## src/rtl/spram_arbiter_pkg.sv

```systemverilog
// spram_arbiter_pkg: shared RAM geometry defaults and the round-robin pick helper
package spram_arbiter_pkg;
  localparam int A_W_DEF = 9;
  localparam int D_W_DEF = 32;
  function automatic logic [1:0] rr_pick(input logic [1:0] req, input logic last);
    return &req ? (last ? 2'b01 : 2'b10) : req;
  endfunction
endpackage

```

## src/rtl/spram_arbiter_if.sv

```systemverilog
// spram_arbiter_if: requester, flush and RAM-port bundle with arbiter (slave) and environment (master) views
interface spram_arbiter_if import spram_arbiter_pkg::*; #(
  parameter int A_W = A_W_DEF,
  parameter int D_W = D_W_DEF
);
  logic req0_valid, req0_we, req0_ready, rsp0_valid;
  logic req1_valid, req1_we, req1_ready, rsp1_valid;
  logic [A_W-1:0] req0_addr, req1_addr, ram_addr;
  logic [D_W-1:0] req0_wdata, req1_wdata, rsp0_rdata, rsp1_rdata, ram_din, ram_dout;
  logic flush_req, flush_busy, flush_done;
  logic ram_ena, ram_wea, ram_flush, ram_read_valid;
  modport slave (
    input req0_valid, req0_we, req0_addr, req0_wdata,
    input req1_valid, req1_we, req1_addr, req1_wdata,
    input flush_req, ram_dout, ram_read_valid,
    output req0_ready, rsp0_valid, rsp0_rdata,
    output req1_ready, rsp1_valid, rsp1_rdata,
    output flush_busy, flush_done,
    output ram_ena, ram_wea, ram_flush, ram_addr, ram_din
  );
  modport master (
    output req0_valid, req0_we, req0_addr, req0_wdata,
    output req1_valid, req1_we, req1_addr, req1_wdata,
    output flush_req, ram_dout, ram_read_valid,
    input req0_ready, rsp0_valid, rsp0_rdata,
    input req1_ready, rsp1_valid, rsp1_rdata,
    input flush_busy, flush_done,
    input ram_ena, ram_wea, ram_flush, ram_addr, ram_din
  );
endinterface

```

## src/rtl/spram_arbiter_rr_arb2.sv

```systemverilog
// rr_arb2: two-way round-robin grant; last_grant moves only when a grant is issued
module rr_arb2 import spram_arbiter_pkg::*; (
  input  logic       clk,
  input  logic       rst,
  input  logic       en_i,
  input  logic [1:0] req_i,
  output logic [1:0] gnt_o
);
  logic last_q, last_d;
  always_comb begin
    gnt_o = en_i ? rr_pick(req_i, last_q) : 2'b00;
    last_d = |gnt_o ? gnt_o[1] : last_q;
  end
  always_ff @(posedge clk) begin
    if (rst) last_q <= 1'b1;
    else last_q <= last_d;
  end
endmodule

```

## src/rtl/spram_arbiter.sv

```systemverilog
// spram_arbiter: two-requester round-robin front end for a single-port RAM with a one-shot flush sequence
module spram_arbiter import spram_arbiter_pkg::*; #(
  parameter int A_W = A_W_DEF,
  parameter int D_W = D_W_DEF
) (
  input logic clk,
  input logic rst,
  spram_arbiter_if.slave bus
);
  typedef enum logic [1:0] {SERVE, FLUSH, DONE} state_e;
  state_e state_q, state_d;
  logic pending_q, pending_d, tag_q, tag_d, serve, sel, wea, rd_acc, ena;
  logic [1:0] gnt;
  logic [A_W-1:0] addr_sel;
  logic [D_W-1:0] din_sel;
  rr_arb2 u_arb (
    .clk(clk),
    .rst(rst),
    .en_i(serve),
    .req_i({bus.req1_valid, bus.req0_valid}),
    .gnt_o(gnt)
  );
  always_comb begin
    serve = ~rst & (state_q == SERVE) & ~bus.flush_req;
    sel = gnt[1];
    ena = |gnt;
    addr_sel = sel ? bus.req1_addr : bus.req0_addr;
    din_sel = sel ? bus.req1_wdata : bus.req0_wdata;
    wea = ena & (sel ? bus.req1_we : bus.req0_we);
    rd_acc = ena & ~wea;
    pending_d = rd_acc;
    tag_d = rd_acc ? sel : tag_q;
    state_d = state_q == SERVE ? (bus.flush_req ? FLUSH : SERVE) : state_q == FLUSH ? DONE : SERVE;
    bus.req0_ready = gnt[0];
    bus.req1_ready = gnt[1];
    bus.ram_ena = ena;
    bus.ram_wea = wea;
    bus.ram_addr = ena ? addr_sel : '0;
    bus.ram_din = ena ? din_sel : '0;
    bus.rsp0_valid = ~rst & bus.ram_read_valid & pending_q & ~tag_q;
    bus.rsp1_valid = ~rst & bus.ram_read_valid & pending_q & tag_q;
    bus.rsp0_rdata = rst ? '0 : bus.ram_dout;
    bus.rsp1_rdata = rst ? '0 : bus.ram_dout;
    bus.ram_flush = ~rst & (state_q == FLUSH);
    bus.flush_done = ~rst & (state_q == DONE);
    bus.flush_busy = ~rst & (state_q != SERVE);
  end
  always_ff @(posedge clk) begin
    if (rst) begin
      state_q <= SERVE;
      pending_q <= 1'b0;
      tag_q <= 1'b0;
    end else begin
      state_q <= state_d;
      pending_q <= pending_d;
      tag_q <= tag_d;
    end
  end
endmodule

```

## src/flat_wrapper.sv

```systemverilog
// flat-port wrapper written by rule: the top's interface ports become plain ports
module spram_arbiter_flat import spram_arbiter_pkg::*;
#(
  parameter int A_W = A_W_DEF,
  parameter int D_W = D_W_DEF
)
  (clk, rst, bus_req0_valid, bus_req0_we, bus_req0_addr, bus_req0_wdata, bus_req1_valid, bus_req1_we, bus_req1_addr, bus_req1_wdata, bus_flush_req, bus_ram_dout, bus_ram_read_valid, bus_req0_ready, bus_rsp0_valid, bus_rsp0_rdata, bus_req1_ready, bus_rsp1_valid, bus_rsp1_rdata, bus_flush_busy, bus_flush_done, bus_ram_ena, bus_ram_wea, bus_ram_flush, bus_ram_addr, bus_ram_din);
  spram_arbiter_if #(.A_W(A_W), .D_W(D_W)) bus_i ();
  input logic clk;
  input logic rst;
  input wire logic [$bits(bus_i.req0_valid)-1:0] bus_req0_valid;
  input wire logic [$bits(bus_i.req0_we)-1:0] bus_req0_we;
  input wire logic [$bits(bus_i.req0_addr)-1:0] bus_req0_addr;
  input wire logic [$bits(bus_i.req0_wdata)-1:0] bus_req0_wdata;
  input wire logic [$bits(bus_i.req1_valid)-1:0] bus_req1_valid;
  input wire logic [$bits(bus_i.req1_we)-1:0] bus_req1_we;
  input wire logic [$bits(bus_i.req1_addr)-1:0] bus_req1_addr;
  input wire logic [$bits(bus_i.req1_wdata)-1:0] bus_req1_wdata;
  input wire logic [$bits(bus_i.flush_req)-1:0] bus_flush_req;
  input wire logic [$bits(bus_i.ram_dout)-1:0] bus_ram_dout;
  input wire logic [$bits(bus_i.ram_read_valid)-1:0] bus_ram_read_valid;
  output wire logic [$bits(bus_i.req0_ready)-1:0] bus_req0_ready;
  output wire logic [$bits(bus_i.rsp0_valid)-1:0] bus_rsp0_valid;
  output wire logic [$bits(bus_i.rsp0_rdata)-1:0] bus_rsp0_rdata;
  output wire logic [$bits(bus_i.req1_ready)-1:0] bus_req1_ready;
  output wire logic [$bits(bus_i.rsp1_valid)-1:0] bus_rsp1_valid;
  output wire logic [$bits(bus_i.rsp1_rdata)-1:0] bus_rsp1_rdata;
  output wire logic [$bits(bus_i.flush_busy)-1:0] bus_flush_busy;
  output wire logic [$bits(bus_i.flush_done)-1:0] bus_flush_done;
  output wire logic [$bits(bus_i.ram_ena)-1:0] bus_ram_ena;
  output wire logic [$bits(bus_i.ram_wea)-1:0] bus_ram_wea;
  output wire logic [$bits(bus_i.ram_flush)-1:0] bus_ram_flush;
  output wire logic [$bits(bus_i.ram_addr)-1:0] bus_ram_addr;
  output wire logic [$bits(bus_i.ram_din)-1:0] bus_ram_din;
  assign bus_i.req0_valid = bus_req0_valid;
  assign bus_i.req0_we = bus_req0_we;
  assign bus_i.req0_addr = bus_req0_addr;
  assign bus_i.req0_wdata = bus_req0_wdata;
  assign bus_i.req1_valid = bus_req1_valid;
  assign bus_i.req1_we = bus_req1_we;
  assign bus_i.req1_addr = bus_req1_addr;
  assign bus_i.req1_wdata = bus_req1_wdata;
  assign bus_i.flush_req = bus_flush_req;
  assign bus_i.ram_dout = bus_ram_dout;
  assign bus_i.ram_read_valid = bus_ram_read_valid;
  assign bus_req0_ready = bus_i.req0_ready;
  assign bus_rsp0_valid = bus_i.rsp0_valid;
  assign bus_rsp0_rdata = bus_i.rsp0_rdata;
  assign bus_req1_ready = bus_i.req1_ready;
  assign bus_rsp1_valid = bus_i.rsp1_valid;
  assign bus_rsp1_rdata = bus_i.rsp1_rdata;
  assign bus_flush_busy = bus_i.flush_busy;
  assign bus_flush_done = bus_i.flush_done;
  assign bus_ram_ena = bus_i.ram_ena;
  assign bus_ram_wea = bus_i.ram_wea;
  assign bus_ram_flush = bus_i.ram_flush;
  assign bus_ram_addr = bus_i.ram_addr;
  assign bus_ram_din = bus_i.ram_din;
  spram_arbiter #(.A_W(A_W), .D_W(D_W)) u_core (.clk(clk), .rst(rst), .bus(bus_i));
endmodule
```

## config.mk

```make
export PLATFORM = sky130hd
export DESIGN_NAME = spram_arbiter_flat
export DESIGN_NICKNAME = d
export VERILOG_FILES = /design/src/rtl/spram_arbiter_pkg.sv /design/src/rtl/spram_arbiter_if.sv /design/src/rtl/spram_arbiter_rr_arb2.sv /design/src/rtl/spram_arbiter.sv /design/src/flat_wrapper.sv
export SDC_FILE = /design/constraint.sdc
export NUM_CORES = 1
export LEC_CHECK = 0
export ABC_AREA = 1
export CAP_MARGIN = 20
export CORE_ASPECT_RATIO = 0.5
export CORE_UTILIZATION = 22
export CTS_CLUSTER_SIZE = 12
export DETAILED_ROUTE_END_ITERATION = 16
export GPL_ROUTABILITY_DRIVEN = 0
export PLACE_DENSITY = 0.84
export SYNTH_ARGS = -nofsm -noshare
export SYNTH_HDL_FRONTEND = slang
export SYNTH_SLANG_ARGS = --single-unit
```

## constraint.sdc

```tcl
create_clock -name clk -period 1.5 [get_ports clk]
set_input_delay 0.3 -clock clk [delete_from_list [all_inputs] [get_ports clk]]
set_output_delay 0.3 -clock clk [all_outputs]
set_load 0.005 [all_outputs]
```

# Word-level counts from Yosys, hierarchy flattened
# Cells that the tools add are included.
# word_totals
register_bits,5
in_bits,122
elab_cells,37
# op_classes
mux,12
n_eq_ne,2
n_reduce_logical,4
n_bitwise,15
# ops
operator,n
two-way mux 32 bit,3
two-way mux 9 bit,2
AND 1 bit,11
two-way mux 2 bit,5
NOT 1 bit,4
"== test 2 x 1 -> 1 bit, second input constant",1
"== test 2 bit, second input constant",1
logical NOT 2 bit,1
two-way mux 1 bit,2
AND reduction 2 bit,1
nonzero test 2 bit,1
OR reduction 2 bit,1

# Depth between registers and ports, before layout
# Gate-level depths: netlist of the first run.
# logic_depth
word_depth,8
mapped_depth,8
mapped_depth_nobuf,8

# Modules after synthesis
# A second synthesis of the first run with hierarchy kept.
# hier_totals
cells_unflattened,301
hier_area_um2,1435.1
# modules_own_cells
mod,area_each_um2,n_inst,seq_area_each_um2,cells_each
spram_arbiter,1363.8,1,80.1,289
rr_arb2,71.3,1,20.0,12

# Worst setup path before layout of the first run
# OpenSTA, ideal clock, no wires.
# synth_timing
path_type,register -> output
from,reg u_core.state_q[0]
to,out bus_ram_addr[0]
stages_incl_launch_ff,7
required_time_ps,1200
arrival_time_ps,1094
slack_ps,106
cell_sequence,dfxtp_1 nor2_4 nand3_2 a21oi_4 buf_6 o21ai_1 nor2_1
# synth_via
elab_chain_cells,6
word_cells_on_any_way,7
# synth_rtl
element,line,rtl
from (decl),spram_arbiter.sv:11,"state_e state_q, state_d;"
from (signal assigned),spram_arbiter.sv:54,state_q <= state_d;
logical NOT 2 bit,spram_arbiter.sv:24,serve = ~rst & (state_q == SERVE) & ~bus.flush_req;
AND 1 bit (2 in series),spram_arbiter.sv:24,
two-way mux 2 bit,spram_arbiter_rr_arb2.sv:11,"gnt_o = en_i ? rr_pick(req_i, last_q) : 2'b00;"
OR reduction 2 bit,spram_arbiter.sv:26,ena = |gnt;
net bus_ram_ena,flat_wrapper.sv:30,output wire logic [$bits(bus_i.ram_ena)-1:0] bus_ram_ena;
two-way mux 9 bit,spram_arbiter.sv:38,bus.ram_addr = ena ? addr_sel : '0;
to (decl),flat_wrapper.sv:33,output wire logic [$bits(bus_i.ram_addr)-1:0] bus_ram_addr;
# The timed path passes the listed nets, and every way through them passes these cells.

# Worst setup path after layout of the first run
# layout_timing
from,reg u_core.state_q[1]
to,out bus_ram_din[5]
# layout_via
elab_chain_cells,6
word_cells_on_any_way,7
# layout_rtl
element,line,rtl
logical NOT 2 bit *,spram_arbiter.sv:24,
AND 1 bit * (2 in series),spram_arbiter.sv:24,
two-way mux 2 bit *,spram_arbiter_rr_arb2.sv:11,
two-way mux 32 bit or OR reduction 2 bit (tied branches),"spram_arbiter.sv:28, spram_arbiter.sv:26",
two-way mux 32 bit *,spram_arbiter.sv:39,bus.ram_din = ena ? din_sel : '0;
to (decl),flat_wrapper.sv:34,output wire logic [$bits(bus_i.ram_din)-1:0] bus_ram_din;
# Mark *: on every way between the ends. The rest lies on a longest branch, timed or not.

==> flow_results.org, run 1 <==
** Drt
- In the routed layout, each cell is associated on average with a via count of 4.59.
- Drt initial violations :: 151
- Routed vias :: 2776
- The count of nets left with antenna violations once routing finished came out at 0.
- Post-route DRC violation count :: 0
- First-pass detailed-route iteration total :: 5
- Total Routed Length :: 9900 µm
- Routed wire per std cell :: 16.4 µm

** Power
- The internal portion of the total power is 1.11 mW.
- In this run switching power makes up 31.3% of total power.
- Worst voltage drop across the vdd grid :: 276 µV
- Logic gate share of total power :: 63.3%
- In this run, the clock network consumes 27.7% of the power.
- Power Dens Cells :: 380 nW/µm²
- Leakage :: 2.08 nW
- After layout, the design draws a total of 1.61 mW.
- Sequential cells account for 9.1% of the total power.
- Switching power total :: 505 µW

** Global routing
- Global routing consumed, over all layers together, 24.9% of the routing resources.
- Via count of the first global-routing pass :: 2609
- The first global-routing pass estimated 13000 µm of wire.
- Summed over all layers, the global routing overflow is 0.
- Entering global routing, the biggest net connects 21 pins.
- Initial antenna violation count :: 0

** Timing
- Unrepaired setup endpoints after global routing :: true
- Pin slew with the least headroom to its limit :: 0.198 ns
- The total count of hold-check failures in the final report came to 0.
- Setup ws final :: -0.481 ns
- Fmax :: 505 MHz
- Time the worst path needs with I/O delays and setup :: 1.98 ns
- Headroom to the max-slew limit came out at 86.8%.
- Across the routed clock network, the largest skew measured is 0.00277 ns.
- Number of pins with negative max-slew slack in the final report :: 0
- The worst path uses 132% of the clock period.
- Final setup vio count :: 51
- Hold is met by 0.528 ns.

** Setup path
- In this run the register-to-register setup slack is -0.17 ns.
- For the worst setup path, the data arrival time is 1.68 ns.
- By startpoint and endpoint, the worst setup path is classified as reg2out.
- Type of element capturing the critical path :: output port
- At the worst endpoint, the required time is 1.20 ns.
- CP max FO :: 6
- Crit start category :: register

** Final layout
- Commonest cells after routing, fill and taps aside :: sky130_fd_sc_hd__clkdlybuf4s50_1, sky130_fd_sc_hd__nor2_1, sky130_fd_sc_hd__buf_2, sky130_fd_sc_hd__nor2_2, sky130_fd_sc_hd__dlygate4sd2_1
- Compared with the post-synthesis result, the final layout area differs by 198%.
- The number of antenna diodes in the final layout is 0.
- The library cell used most frequently in the layout, excluding fill and tap cells, is sky130_fd_sc_hd__clkdlybuf4s50_1.
- Once layout is done, the placed cells without fillers occupy 4250 µm².
- Post-layout net count :: 640
- Fraction of final layout cells sized beyond drive strength 1 :: 41.2%

** Logic synthesis
- Share of the yosys chip area belonging to registers :: 7.03%
- Number of synthesized register bits :: 5
- Synth Net Count :: 399
- Each instance of the synthesized netlist takes up on average 5.14 µm².
- After technology mapping, the gate count stands at 277.
- Distinct cell type count after synthesis :: 25
- Total standard cell area after synthesis :: 1420 µm²
- Warnings, synthesis :: 0

** Floorplan
- After floorplanning, the core was divided into 20 placement rows.
- Horizontal extent of the die :: 116 µm
- In this run the count of I/O pins placed on the die edge is 236.
- Starting Density :: 23.1%
- The core region is 6160 µm².
- Die Span Y :: 58.9 µm
- Die area :: 6820 µm²

** Clock network
- The number of clock buffers added by TritonCTS is 3.
- Clock latency on the worst-skew pair, taken at its later pin, is 0.23 ns.
- The longest clock path from root to sink contains 2 buffers.
- Post-CTS Hold Fix Bufs :: 0
- TritonCTS clock tree :: built
- CTS Root Cell :: sky130_fd_sc_hd__clkbuf_16
- Clk pin slew, worst setup/hold paths :: 0.03 ns
- CTS built an H-tree with a depth of 1.
- Count of clock tree sinks :: 5

** Placed design
- In this run the tool buffered the top-level ports with 235 buffer cells.
- DP Wirelength :: 5840 µm
- Summing all placed instances gives a cell area of 3700 µm².

** Hold path
- The min-delay analysis places its worst path in the category reg2reg.

** Run status
- Outcome :: finished, violations left
- The final reports fail on setup timing.

** Job
- Max-cap violations in this run came to 0.
[per-layer routing]
metal	part of all wire (%)	routed length [µm]	vias up	global-route usage, %
met3	6.5	643	47	4.53
met4	4.7	470	0	9.34
met5	0	0	-	0
li1	-	-	1290	-
met2	51	5060	158	47.4
met1	38	3730	1281	28.1
[worst max-delay path: stages (launching register included)]
cell and delay (ns):
sky130_fd_sc_hd__dfxtp_4 0.36, sky130_fd_sc_hd__nor2_4 0.13, sky130_fd_sc_hd__nand3_2 0.10, sky130_fd_sc_hd__a21oi_4 0.19, sky130_fd_sc_hd__buf_6 0.16, sky130_fd_sc_hd__clkbuf_16 0.15
sky130_fd_sc_hd__o21ai_2 0.05, sky130_fd_sc_hd__nor2_1 0.14, sky130_fd_sc_hd__buf_2 0.15
[cell families (layout without fill, tap and decap cells)]
logic type	after synthesis	after routing	synth area share, %
simple gates	137	137	39.5
buf+inv	89	329	35.7
compound gates	46	46	17.8
flops	5	5	7.03
[power groups by stage]
stage | Combinational [mW] | Sequential, mW | Clock, mW
2_1_floorplan | 0.299 | 0.146 | 0
3_3_place_gp | 0.875 | 0.147 | 0
3_5_place_dp | 0.885 | 0.147 | 0
4_1_cts | 0.920 | 0.145 | 0.448
5_1_grt | 1.08 | 0.147 | 0.464
6_report | 1.02 | 0.146 | 0.446
[flip-flops by register name (all words and copies together) (netlist names)]
name                 cells
u_core.pending_q         1
u_core.state_q           2
u_core.tag_q             1
u_core.u_arb.last_q      1
[cells in the mapped netlist]
library cell / count / area share, %
sky130_fd_sc_hd__or2_0: 1 / 0.44
sky130_fd_sc_hd__buf_4: 36 / 19
sky130_fd_sc_hd__nand2_1: 5 / 1.3
sky130_fd_sc_hd__nor2_1: 120 / 32
sky130_fd_sc_hd__nand2_2: 1 / 0.44
sky130_fd_sc_hd__inv_1: 37 / 9.8
sky130_fd_sc_hd__nand3_4: 1 / 1.2
sky130_fd_sc_hd__o211ai_1: 1 / 0.53
sky130_fd_sc_hd__nor3_1: 3 / 1.1
sky130_fd_sc_hd__nand3_1: 3 / 1.1
sky130_fd_sc_hd__buf_6: 4 / 3.2
sky130_fd_sc_hd__nand3_2: 1 / 0.70
sky130_fd_sc_hd__clkbuf_2: 4 / 1.4
sky130_fd_sc_hd__clkbuf_1: 1 / 0.26
sky130_fd_sc_hd__nor2_4: 2 / 1.6
sky130_fd_sc_hd__inv_2: 4 / 1.1
sky130_fd_sc_hd__a21oi_4: 1 / 1.1
sky130_fd_sc_hd__a21oi_2: 1 / 0.62
sky130_fd_sc_hd__a21boi_0: 1 / 0.53
sky130_fd_sc_hd__o21ai_1: 38 / 13
sky130_fd_sc_hd__buf_2: 3 / 1.1
sky130_fd_sc_hd__o21ai_2: 1 / 0.62
sky130_fd_sc_hd__a21oi_1: 1 / 0.35
sky130_fd_sc_hd__dfxtp_1: 5 / 7.0
sky130_fd_sc_hd__o21ai_0: 2 / 0.70
[worst paths after layout]
kind,from,endpoint,cells past startpoint
setup reg to reg,u_core.state_q[1]$_SDFF_PN0_,u_core.tag_q$_SDFFE_PP0P_,11
setup / recovery,u_core.state_q[1]$_SDFF_PN0_,bus_ram_din[5],8
hold reg to reg,u_core.tag_q$_SDFFE_PP0P_,u_core.tag_q$_SDFFE_PP0P_,2
hold / removal,u_core.tag_q$_SDFFE_PP0P_,u_core.tag_q$_SDFFE_PP0P_,2
[through the flow]
| step | cells | setup slack, ns | TNS (ns) | utilization [%] |
|---|---|---|---|---|
| 2_1_floorplan | 277 | 0.106 | 0 | - |
| 3_3_place_gp | 570 | -0.898 | -80.80 | 60.2 |
| 3_5_place_dp | 570 | -0.927 | -82.50 | 60.2 |
| 4_1_cts | 597 | -0.344 | -13.71 | 65.2 |
| 5_1_grt | 605 | -0.532 | -19.59 | 69.0 |
| 6_report | 605 | -0.481 | -16.58 | 69.0 |
[what timing repair did]
item / in CTS / in global routing
pin swaps: 36 / 33
setup endpoints to repair: 116 / 89
gates resized for setup: 340 / 102
cloned: 6 / 2
buffers inserted: 17 / 9
[cell type report]
type,instances,area (µm²)
Fill cell,471,1910
Clock buffer,4,78.8
Multi-Input combinational cell,183,1140
Sequential cell,5,109
Tap cell,88,110
Timing Repair Buffer,284,2650
Inverter,41,159
Power figures use the tool's default switching activity.
==> run 2: changes to the inputs <==
--- a/config.mk
+++ b/config.mk
@@ -9,6 +9,7 @@
 export CAP_MARGIN = 20
 export CORE_ASPECT_RATIO = 0.5
 export CORE_UTILIZATION = 22
+export CTS_BUF_LIST = sky130_fd_sc_hd__clkbuf_8
 export CTS_CLUSTER_SIZE = 12
 export DETAILED_ROUTE_END_ITERATION = 16
 export GPL_ROUTABILITY_DRIVEN = 0
==> flow_results.org, run 2 (synthesis gave the netlist of run 1 again) <==
** Setup path
- Type of element capturing the critical path :: output port
- Critical Path Most Common Cell :: sky130_fd_sc_hd__nand2_2
- Data arrival time of the worst path :: 1.62 ns (-0.06 ns)
- The biggest fanout along the worst timing path came to 6 (unchanged).
- The worst register-to-register path ends at u_core.tag_q$_SDFFE_PP0P_.
- The number of stages on the worst setup path was 9 (+1).
- The largest incremental delay on the critical path is 0.35 ns (about the same).
- Termination of the worst setup path :: bus_ram_din[5]
- Slowest CP cell :: sky130_fd_sc_hd__dfxtp_2
- Crit start category :: register
- Tracing the worst setup path back leads to its startpoint at u_core.u_arb.last_q$_SDFFE_PP1P_.
- Category of cells accounting for the largest share of critical-path delay :: buffers and inverters
- The worst reg2reg path depth came to 10 (-1).
- Buffering stage count on the worst path with inverters included :: 4 (+1)
- The critical path required time came to 1.20 ns (about the same).
- The critical path is of the reg2out type.
- The startpoint identified for the worst register-to-register timing path is u_core.state_q[1]$_SDFF_PN0_.
- Walking the worst path, the cells encountered are inv_1 > nand2_2 > nand2_2 > a21oi_4 > buf_6 > clkbuf_16 > o21ai_2 > nor2_1 > buf_2.
- Worst setup slack for register-to-register paths :: 0.01 ns (+0.18 ns)

** Final layout
- Leaving out fill and tap cells, the most frequent cell in the layout is sky130_fd_sc_hd__clkdlybuf4s50_1.
- The flip-flop count of the largest register, all copies and words added is 2 (unchanged).
- The multi-input logic area was 1090 µm² (-4.0%).
- Final cell utilization of the core :: 66.8% (-2.2 points)
- Antenna Cells :: 0 (unchanged)
- More flip-flops sit in one register than any other, and that register is u_core.state_q.
- The area growth from synthesis to layout is 189%.
- The area taken by flip-flops and latches was 109 µm² (unchanged).
- Total of fill cells in the finished design :: 498 (+5.7%)
- Fraction of final layout cells sized beyond drive strength 1 :: 38.8% (-2.4 points)
- Post-layout net count :: 633 (-1.1%)
- The library cells used most frequently in the layout, excluding fill and tap cells, are sky130_fd_sc_hd__clkdlybuf4s50_1, sky130_fd_sc_hd__nor2_1, sky130_fd_sc_hd__dlygate4sd2_1, sky130_fd_sc_hd__buf_2, sky130_fd_sc_hd__nor2_2.

** Floorplan
- Core Rows :: 20 (unchanged)
- The number of ports placed on the die boundary was 236 (unchanged).
- The core region area is 6160 µm² (unchanged).
- Starting Density :: 23.1% (unchanged)
- The horizontal die dimension is 116 µm (unchanged).
- Die area :: 6820 µm² (unchanged)
- Die Span Y :: 58.9 µm (unchanged)

** Power
- Proportion of total power due to net switching :: 33.8% (+2.5 points)
- The cell area power density is 337 nW/µm² (-11%).
- The net switching power came to 468 µW (-7.3%).
- Logic gate share of total power :: 71.2% (+7.9 points)
- Clock group share of total power :: 18.2% (-9.5 points)
- Leakage :: 2.03 nW (-2.1%)
- The maximum VDD drop is 175 µV (-36%).
- The share of power burned in registers came to 10.6% (+1.5 points).
- Power Internal :: 917 µW (-17%)

** Placed design
- IO Port Bufs :: 235 (unchanged)
- DP Wirelength :: 5840 µm (unchanged)
- The setup slack after placement is -0.927 ns (unchanged).

** Timing
- Unrepaired setup endpoints after global routing :: true
- The total count of max-transition violations in the final report is 0 (unchanged).
- Pin slew with the least headroom to its limit :: 0.210 ns (+0.0119 ns)
- The relative slew slack is 86.0% (-0.78 points).
- The total setup violations reported at the end of the flow came to 47 (-7.8%).
- Fmax :: 520 MHz (+3.0%)
- Clock Skew :: 0.00455 ns (+0.00178 ns)
- The worst setup slack after layout was -0.424 ns (+0.0571 ns).
- Final hold violation count :: 0 (unchanged)
- The minimum clock period after layout was 1.92 ns (-0.0571 ns).
- Tcrit/Tclk final :: 128% (-3.8 points)

** Drt
- Antenna viol nets, final :: 0 (unchanged)
- Post-route DRC violation count :: 0 (unchanged)
- The detailed-router iteration count before antenna repair came to 4 (-1).
- Total Routed Length :: 9370 µm (-5.4%)
- The vias after detailed routing came to 2698 (-2.8%).
- Routed vias/inst :: 4.51 (-1.7%)
- The average routed wire per standard cell is 15.7 µm (-4.2%).
- The number of DRC markers after the initial detailed-route iteration was 146 (-3.3%).

** Global routing
- The maximum number of pins on one net before global-route repair is 21 (unchanged).
- The residual overflow from global routing is 0 (unchanged).
- Overall routing resource usage :: 23.9% (-0.96 points)
- The via count of the first global-routing pass came to 2597 (-0.46%).
- Initial antenna violation count :: 0 (unchanged)
- Global-route wire length before repair :: 12600 µm (-2.6%)

** Clock network
- The depth of the CTS H-tree was 1 (unchanged).
- The clock sink count came to 5 (unchanged).
- TritonCTS clock tree :: built
- CTS Root Cell :: sky130_fd_sc_hd__clkbuf_8
- Post-CTS Hold Fix Bufs :: 0 (unchanged)
- Number of clock buffers inserted by TritonCTS :: 3 (unchanged)
- The maximum number of buffers from clock root to sink came to 2 (unchanged).
- The clock-pin slew on the worst setup and hold paths came to 0.04 ns (about the same).
- Skew-Pair Late Insertion Delay :: 0.23 ns (about the same)

** Job
- Max-cap check violation count :: 0 (unchanged)

** Hold path
- Path category of the worst min-delay check :: reg2reg

** Run status
- The final reports fail on setup timing.
- Outcome :: finished, violations left
[run 2: cell count changes in the layout (fill, tap and decap cells not counted), moves of 3 or more]
cell / delta
sky130_fd_sc_hd__buf_4: -7
sky130_fd_sc_hd__clkbuf_16: -4
sky130_fd_sc_hd__clkbuf_8: +3
sky130_fd_sc_hd__dlygate4sd2_1: +4
sky130_fd_sc_hd__nor2_1: +11
sky130_fd_sc_hd__nor2_4: -10
sky130_fd_sc_hd__o21ai_1: -5
sky130_fd_sc_hd__o21ai_2: +4
[run 2: layer usage]
| metal | vias up | global-route usage (%) | routed length [µm] |
|---|---|---|---|
| met5 | - | 0 | 0 |
| met4 | 0 | 8.97 | 378 |
| met3 | 41 | 4.33 | 714 |
| met2 | 154 | 44.7 | 4850 |
| met1 | 1225 | 27.6 | 3430 |
| li1 | 1278 | - | - |
[run 2: final cells by class]
type / instances / share of cell area (%)
timing repair buffer: 277 / 63.0
multi-input combinational: 183 / 26.6
inverter: 41 / 3.92
tap: 88 / 2.68
sequential: 5 / 2.65
clock buffer: 3 / 1.00
clock inverter: 1 / 0.0913
[run 2: through the flow]
stage | area [µm²] | std cells | power, mW | hold WS, ns | setup TNS [ns]
finish | 4110 | 598 | 1.38 | 0.497 | -15.34
global route | 4110 | 598 | 1.46 | 0.520 | -18.43
CTS | 3970 | 597 | 1.32 | 0.473 | -13.53
detailed placement | 3700 | 570 | 1.03 | 0.473 | -82.50
global placement | 3700 | 570 | 1.02 | 0.466 | -80.80
floorplan | 1420 | 277 | 0.445 | 0.437 | 0
[run 2: worst min-delay path by stage]
stage,start,endpoint,slack (ns),cells after the start
after floorplan,rst,u_core.u_arb.last_q$_SDFFE_PP1P_,0.44,2
after global placement,u_core.tag_q$_SDFFE_PP0P_,u_core.tag_q$_SDFFE_PP0P_,0.47,2
after detailed placement,u_core.tag_q$_SDFFE_PP0P_,u_core.tag_q$_SDFFE_PP0P_,0.47,2
after CTS,u_core.tag_q$_SDFFE_PP0P_,u_core.tag_q$_SDFFE_PP0P_,0.47,2
after global routing,u_core.tag_q$_SDFFE_PP0P_,u_core.tag_q$_SDFFE_PP0P_,0.52,2
final,u_core.tag_q$_SDFFE_PP0P_,u_core.tag_q$_SDFFE_PP0P_,0.50,2
[run 2: timing repair]
item / in CTS / in global routing
setup endpoints to repair: 116 / 86
cloned: 6 / 1
gates resized for setup: 338 / 85
pin swaps: 35 / 28
buffers inserted: 17 / 5
[run 2: worst min-delay path: cells and delay by family (launching register included)]
kind | cells | cell delay [ns]
AOI/OAI and AO/OA | 1 | 0.05
DFF | 1 | 0.32
and+or+nand+nor | 1 | 0.08
[run 2: power groups by stage]
| stage | combinational, mW | clock [mW] | sequential (mW) |
|---|---|---|---|
| 3_5_place_dp | 0.885 | 0 | 0.147 |
| 6_report | 0.986 | 0.252 | 0.146 |
| 5_1_grt | 1.05 | 0.265 | 0.147 |
| 2_1_floorplan | 0.299 | 0 | 0.146 |
| 4_1_cts | 0.918 | 0.253 | 0.145 |
| 3_3_place_gp | 0.875 | 0 | 0.147 |
==> run 3: changes to the inputs <==
--- a/config.mk
+++ b/config.mk
@@ -6,7 +6,7 @@
 export NUM_CORES = 1
 export LEC_CHECK = 0
 export ABC_AREA = 1
-export CAP_MARGIN = 20
+export CAP_MARGIN = 5
 export CORE_ASPECT_RATIO = 0.5
 export CORE_UTILIZATION = 22
 export CTS_BUF_LIST = sky130_fd_sc_hd__clkbuf_8
==> results of run 3 <==
Final layout, timing and power as in run 2 (identical DEF).
==> RTL change 1, RTL diff (config.mk and constraints of run 3) <==
The 3 states of `state_e` get a one-hot encoding in 3 bits.
--- a/src/rtl/spram_arbiter.sv
+++ b/src/rtl/spram_arbiter.sv
@@ -7,7 +7,7 @@
   input logic rst,
   spram_arbiter_if.slave bus
 );
-  typedef enum logic [1:0] {SERVE, FLUSH, DONE} state_e;
+  typedef enum logic [2:0] {SERVE = 3'b001, FLUSH = 3'b010, DONE = 3'b100} state_e;
   state_e state_q, state_d;
   logic pending_q, pending_d, tag_q, tag_d, serve, sel, wea, rd_acc, ena;
   logic [1:0] gnt;
Behaviour: no difference found for any inputs over 10 cycles, from zero or initial values and one cycle with rst high; not proved beyond that.
==> RTL change 1 against run 3 <==
Sequential cell count increased by 1. Highest routed layer unchanged. Final cell count up 2.2%. Count of clock-buffer cells in the layout unchanged. First-iteration DRC count fell by 14%. Total power grew 2.5%. Sequential power up 21%. Routed wire length is 2.4% higher. Hold slack better by 0.0093 ns. Critical path type is now input port to output port. Synthesized area is 1.9% lower. Worst setup slack got worse by 0.17 ns. Critical endpoint is now bus_ram_din[30]. Die area decreased by 1.9%. Sequential share of layout area rose by 0.30 points. The run still ends with setup timing left. Fmax fell by 8.3%. Design area is 5.2% higher.
==> RTL change 1: results (changes against run 3) <==
- Routed vias: 2791 (+3.4%)
- Post-synth cell types: 21 (-16%)
- Metal3 WL: 729 um (+2.1%)
- Fraction of layout cells with a size suffix above 1: 40.61% (+1.8 points)
- Reg2reg setup slack: -0.28 ns (-0.29 ns)
- Largest net degree at the start of global routing: 17 (-19%)
- CP Launch Point: bus_flush_req
- Internal: 0.0009447 W (+3.1%)
- Number of DRC markers in iteration 0: 125 (-14%)
- Number of flip-flops in the largest register: 3 (+1)
- GR Layer Usage met3: 4.634% (+0.31 points)
- Clock network power share: 16.9% (-1.3 points)
- M1 WL: 3498 um (+2.0%)
- Grt met1 use: 27.63% (about the same)
- All-Layer GR Usage: 25.50% (+1.6 points)
- Fin nets: 646 (+2.1%)
- GR Util met2: 49.61% (+4.9 points)
- Seq group: 0.000176 W (+21%)
- Worst-margin pin slew: 0.4613 ns (+0.2517 ns)
- Root Driver: clkbuf_8
- Post-synthesis sequential area ratio: 8.602% (+1.6 points)
- Commonest cells in the netlist: 122 x nor2_1, 39 x o21ai_1, 38 x inv_1
- Failing checks: setup timing
- Combinational share of power: 70.8% (-0.4 points)
- Critical R2R Launch: u_core.state_q[2]
- CP arrival: 1.80 ns (+0.18 ns)
- CTS resizes: 364 (+7.7%)
- Top cells by area, synth: nor2_1 33%, buf_4 18%, o21ai_1 14%
- Detailed Place HPWL: 5669 um (-2.9%)
- CP max FO: 10 (+4)
- Reg2reg path depth: 10 (unchanged)
- Initial antenna violation count: 1 (+1)
- Vias per inst: 4.568 (+1.2%)
- CP delay by family, top: buffers and inverters
- Finish-stage setup viols: 48 (+2.1%)
- Vias in the first global route: 2688 (+3.5%)
- Leakage: 2.125 nW (+4.5%)
- Synth Flop Type: dfxtp_1
- Slowest cell on crit path: dlygate4sd2_1
- Placed Instance Area: 3721 um2 (+0.44%)
- DP Cell Count: 572 (+0.35%)
- Worst-case vdd ir drop: 0.2026 mV (+15%)
- Worst Setup EP: bus_ram_din[30]
- Setup WS post-layout: -0.5983 ns (-0.1744 ns)
- Synthesized net count: 400 (+0.25%)
- Met2 WL post-DR: 4970 um (+2.5%)
- Final WL: 9597 um (+2.4%)
- Synth-to-Final Area Change: 209.9%
- Setup Skew: 0.002017 ns (-0.002534 ns)
- Setup_tns: -22.89 ns (-7.560 ns)
- Drt pass-1 iters: 5 (+1)
- Status: finished with violations
- Fillers: 500 (+0.40%)
- Post-CTS setup buffers: 31 (+14)
## RTL change 1: kinds of logic after synthesis
| family | synth area share (%) |
|---|---|
| buffers and inverters | 33.69 |
| DFF | 8.602 |
| and+or+nand+nor | 39.16 |
| AOI/OAI and AO/OA | 18.55 |
## RTL change 1: area by class of cell
class                   count  share of cell area, %
multi-input cells         184                  27.78
inverters                  40                  3.816
repair buffers            289                  61.90
flip-flops and latches      6                  2.949
clock buffers               3                 0.9540
well taps                  88                  2.544
diodes                      1                0.05782
## RTL change 1: worst min-delay path by stage
stage | endpoint | slack, ns | from
after global routing | u_core.tag_q | 0.55 | u_core.tag_q
final | u_core.tag_q | 0.51 | u_core.tag_q
after floorplan | u_core.tag_q | 0.45 | u_core.tag_q
after global placement | u_core.tag_q | 0.47 | u_core.tag_q
after detailed placement | u_core.tag_q | 0.48 | u_core.tag_q
after CTS | u_core.u_arb.last_q | 0.49 | rst
==> RTL change 2, RTL diff (config.mk and constraints of run 3) <==
Without the edit above. `A_W_DEF`: 9 -> 11.
--- a/src/rtl/spram_arbiter_pkg.sv
+++ b/src/rtl/spram_arbiter_pkg.sv
@@ -1,6 +1,6 @@
 // spram_arbiter_pkg: shared RAM geometry defaults and the round-robin pick helper
 package spram_arbiter_pkg;
-  localparam int A_W_DEF = 9;
+  localparam int A_W_DEF = 11;
   localparam int D_W_DEF = 32;
   function automatic logic [1:0] rr_pick(input logic [1:0] req, input logic last);
     return &req ? (last ? 2'b01 : 2'b10) : req;
Ports: changed (resized bus_ram_addr, bus_req0_addr and bus_req1_addr); port bits go from 236 to 242. The function was not compared with the original's and may differ.
==> RTL change 2 against run 3 <==
The flow still finishes with violations (setup timing). Sequential share of layout area down 0.11 points. Design area up 2.0%. Routed wire length down 5.4%. Clock power down 2%. Synthesized area about the same. Synthesized cell count up 2.5%. Die area about the same. Clock skew down 0.00058 ns. Total power up 1.3%. Register-to-register slack worse by 0.04 ns. Worst setup slack worse by 0.046 ns. Sequential cell count unchanged.
==> RTL change 2: results (changes against run 3) <==
- Status: finished with violations
- Failing checks: setup timing
- Internal: 0.0009450 W (+3.1%)
- Worst R2R End: u_core.tag_q
- Post-CTS setup buffers: 27 (+10)
- Root Driver: clkbuf_8
- Top cells by area, synth: nor2_1 33%, buf_4 19%, o21ai_0 13%
- Fmax: 507.6 MHz (-2.3%)
- Commonest cells in the netlist: 124 x nor2_1, 38 x inv_1, 37 x buf_4
- Critical R2R Launch: u_core.u_arb.last_q
- Mean post-synth cell area: 5.018 um2 (-2.4%)
- # diodes: 0 (unchanged)
- Post-synth ARST share: 0% (unchanged)
- Post-synthesis sequential area ratio: 7.024% (about the same)
- Reg2reg setup slack: -0.03 ns (-0.04 ns)
- All-Layer GR Usage: 23.66% (-0.28 points)
- Leakage: 2.112 nW (+3.8%)
- Setup WS post-layout: -0.4699 ns (-0.04601 ns)
- Max transition margin: 86.70% (+0.67 points)
- Setup Skew: 0.003975 ns (-0.0005769 ns)
- Number of flip-flops in the largest register: 2 (unchanged)
- Post-synthesis compound-gate area fraction: 18.26% (+0.42 points)
- Post-Place Setup Slack: -0.9965 ns (-0.06966 ns)
- Fin nets: 664 (+4.9%)
- First-pass GRT wire length: 12390 um (-1.9%)
- Detailed Place HPWL: 5978 um (+2.4%)
- I/O Buffers: 241 (+2.6%)
- Vias per inst: 4.261 (-5.6%)
- Reg2reg path depth: 8 (-2)
- Worst-case vdd ir drop: 0.2147 mV (+22%)
- Post-route insts no fill: 625 (+4.5%)
- Vias in the first global route: 2429 (-6.5%)
- WHS: 0.4790 ns (-0.01791 ns)
- Hold depth: 2 (unchanged)
- DP Cell Count: 586 (+2.8%)
- CTS resizes: 355 (+5.0%)
- Fraction of layout cells with a size suffix above 1: 36.31% (-2.5 points)
- CP arrival: 1.67 ns (+0.05 ns)
- Placed Instance Area: 3819 um2 (+3.1%)
- CP max FO: 8 (+2)
- Synth Flop Type: dfxtp_1
- Crit path largest cell delay: 0.33 ns (-0.02 ns)
- Synthesized net count: 410 (+2.8%)
- Finish-stage setup viols: 50 (+6.4%)
- Post-synth cell types: 24 (-4.0%)
- Setup_tns: -18.32 ns (-2.985 ns)
- Final WL: 8862 um (-5.4%)
- Number of DRC markers in iteration 0: 127 (-13%)
- Largest net degree at the start of global routing: 22 (+4.8%)
-- RTL change 2: cell type report --
type | instances | area [um2]
Timing Repair Buffer | 298 | 2720
Multi-Input combinational cell | 189 | 1055
Sequential cell | 5 | 106.4
Clock buffer | 3 | 41.29
Clock inverter | 1 | 3.754
Fill cell | 522 | 1961
Inverter | 41 | 158.9
Tap cell | 88 | 110.1
-- RTL change 2: worst max-delay path by stage --
| stage | endpoint | startpoint | cells after the start | slack (ns) |
|---|---|---|---|---|
| after floorplan | bus_ram_din[12] | u_core.state_q[0] | 6 | 0.09 |
| after CTS | bus_ram_din[11] | u_core.state_q[1] | 9 | -0.45 |
| after global placement | bus_ram_din[30] | rst | 8 | -0.91 |
| after detailed placement | bus_ram_din[29] | bus_req1_valid | 9 | -1.0 |
| final | bus_ram_din[18] | u_core.u_arb.last_q | 9 | -0.47 |
| after global routing | bus_ram_din[18] | u_core.u_arb.last_q | 9 | -0.56 |
-- RTL change 2: power groups by stage --
stage          Sequential, W  Clock [W]  Combinational [W]
2_1_floorplan       0.000146          0           0.000287
3_3_place_gp        0.000147          0           0.000891
3_5_place_dp        0.000147          0           0.000901
4_1_cts             0.000145   0.000254           0.000975
5_1_grt             0.000146   0.000270            0.00109
6_report            0.000146   0.000246            0.00101
-- RTL change 2: kinds of logic (layout without fill, tap and decap cells) --
group | after synthesis | count (layout)
AND/OR/NAND/NOR | 141 | 141
buffers and inverters | 90 | 343
AO/OA/AOI/OAI | 48 | 48
flip-flops | 5 | 5
-- RTL change 2: metal layers --
| layer | routed length [um] | vias to the layer above | track usage [%] |
|---|---|---|---|
| met3 | 501 | 22 | 4.016 |
| li1 | - | 1334 | - |
| met5 | 0 | - | 0 |
| met4 | 217 | 0 | 7.692 |
| met1 | 3668 | 1195 | 29.10 |
| met2 | 4475 | 112 | 42.52 |
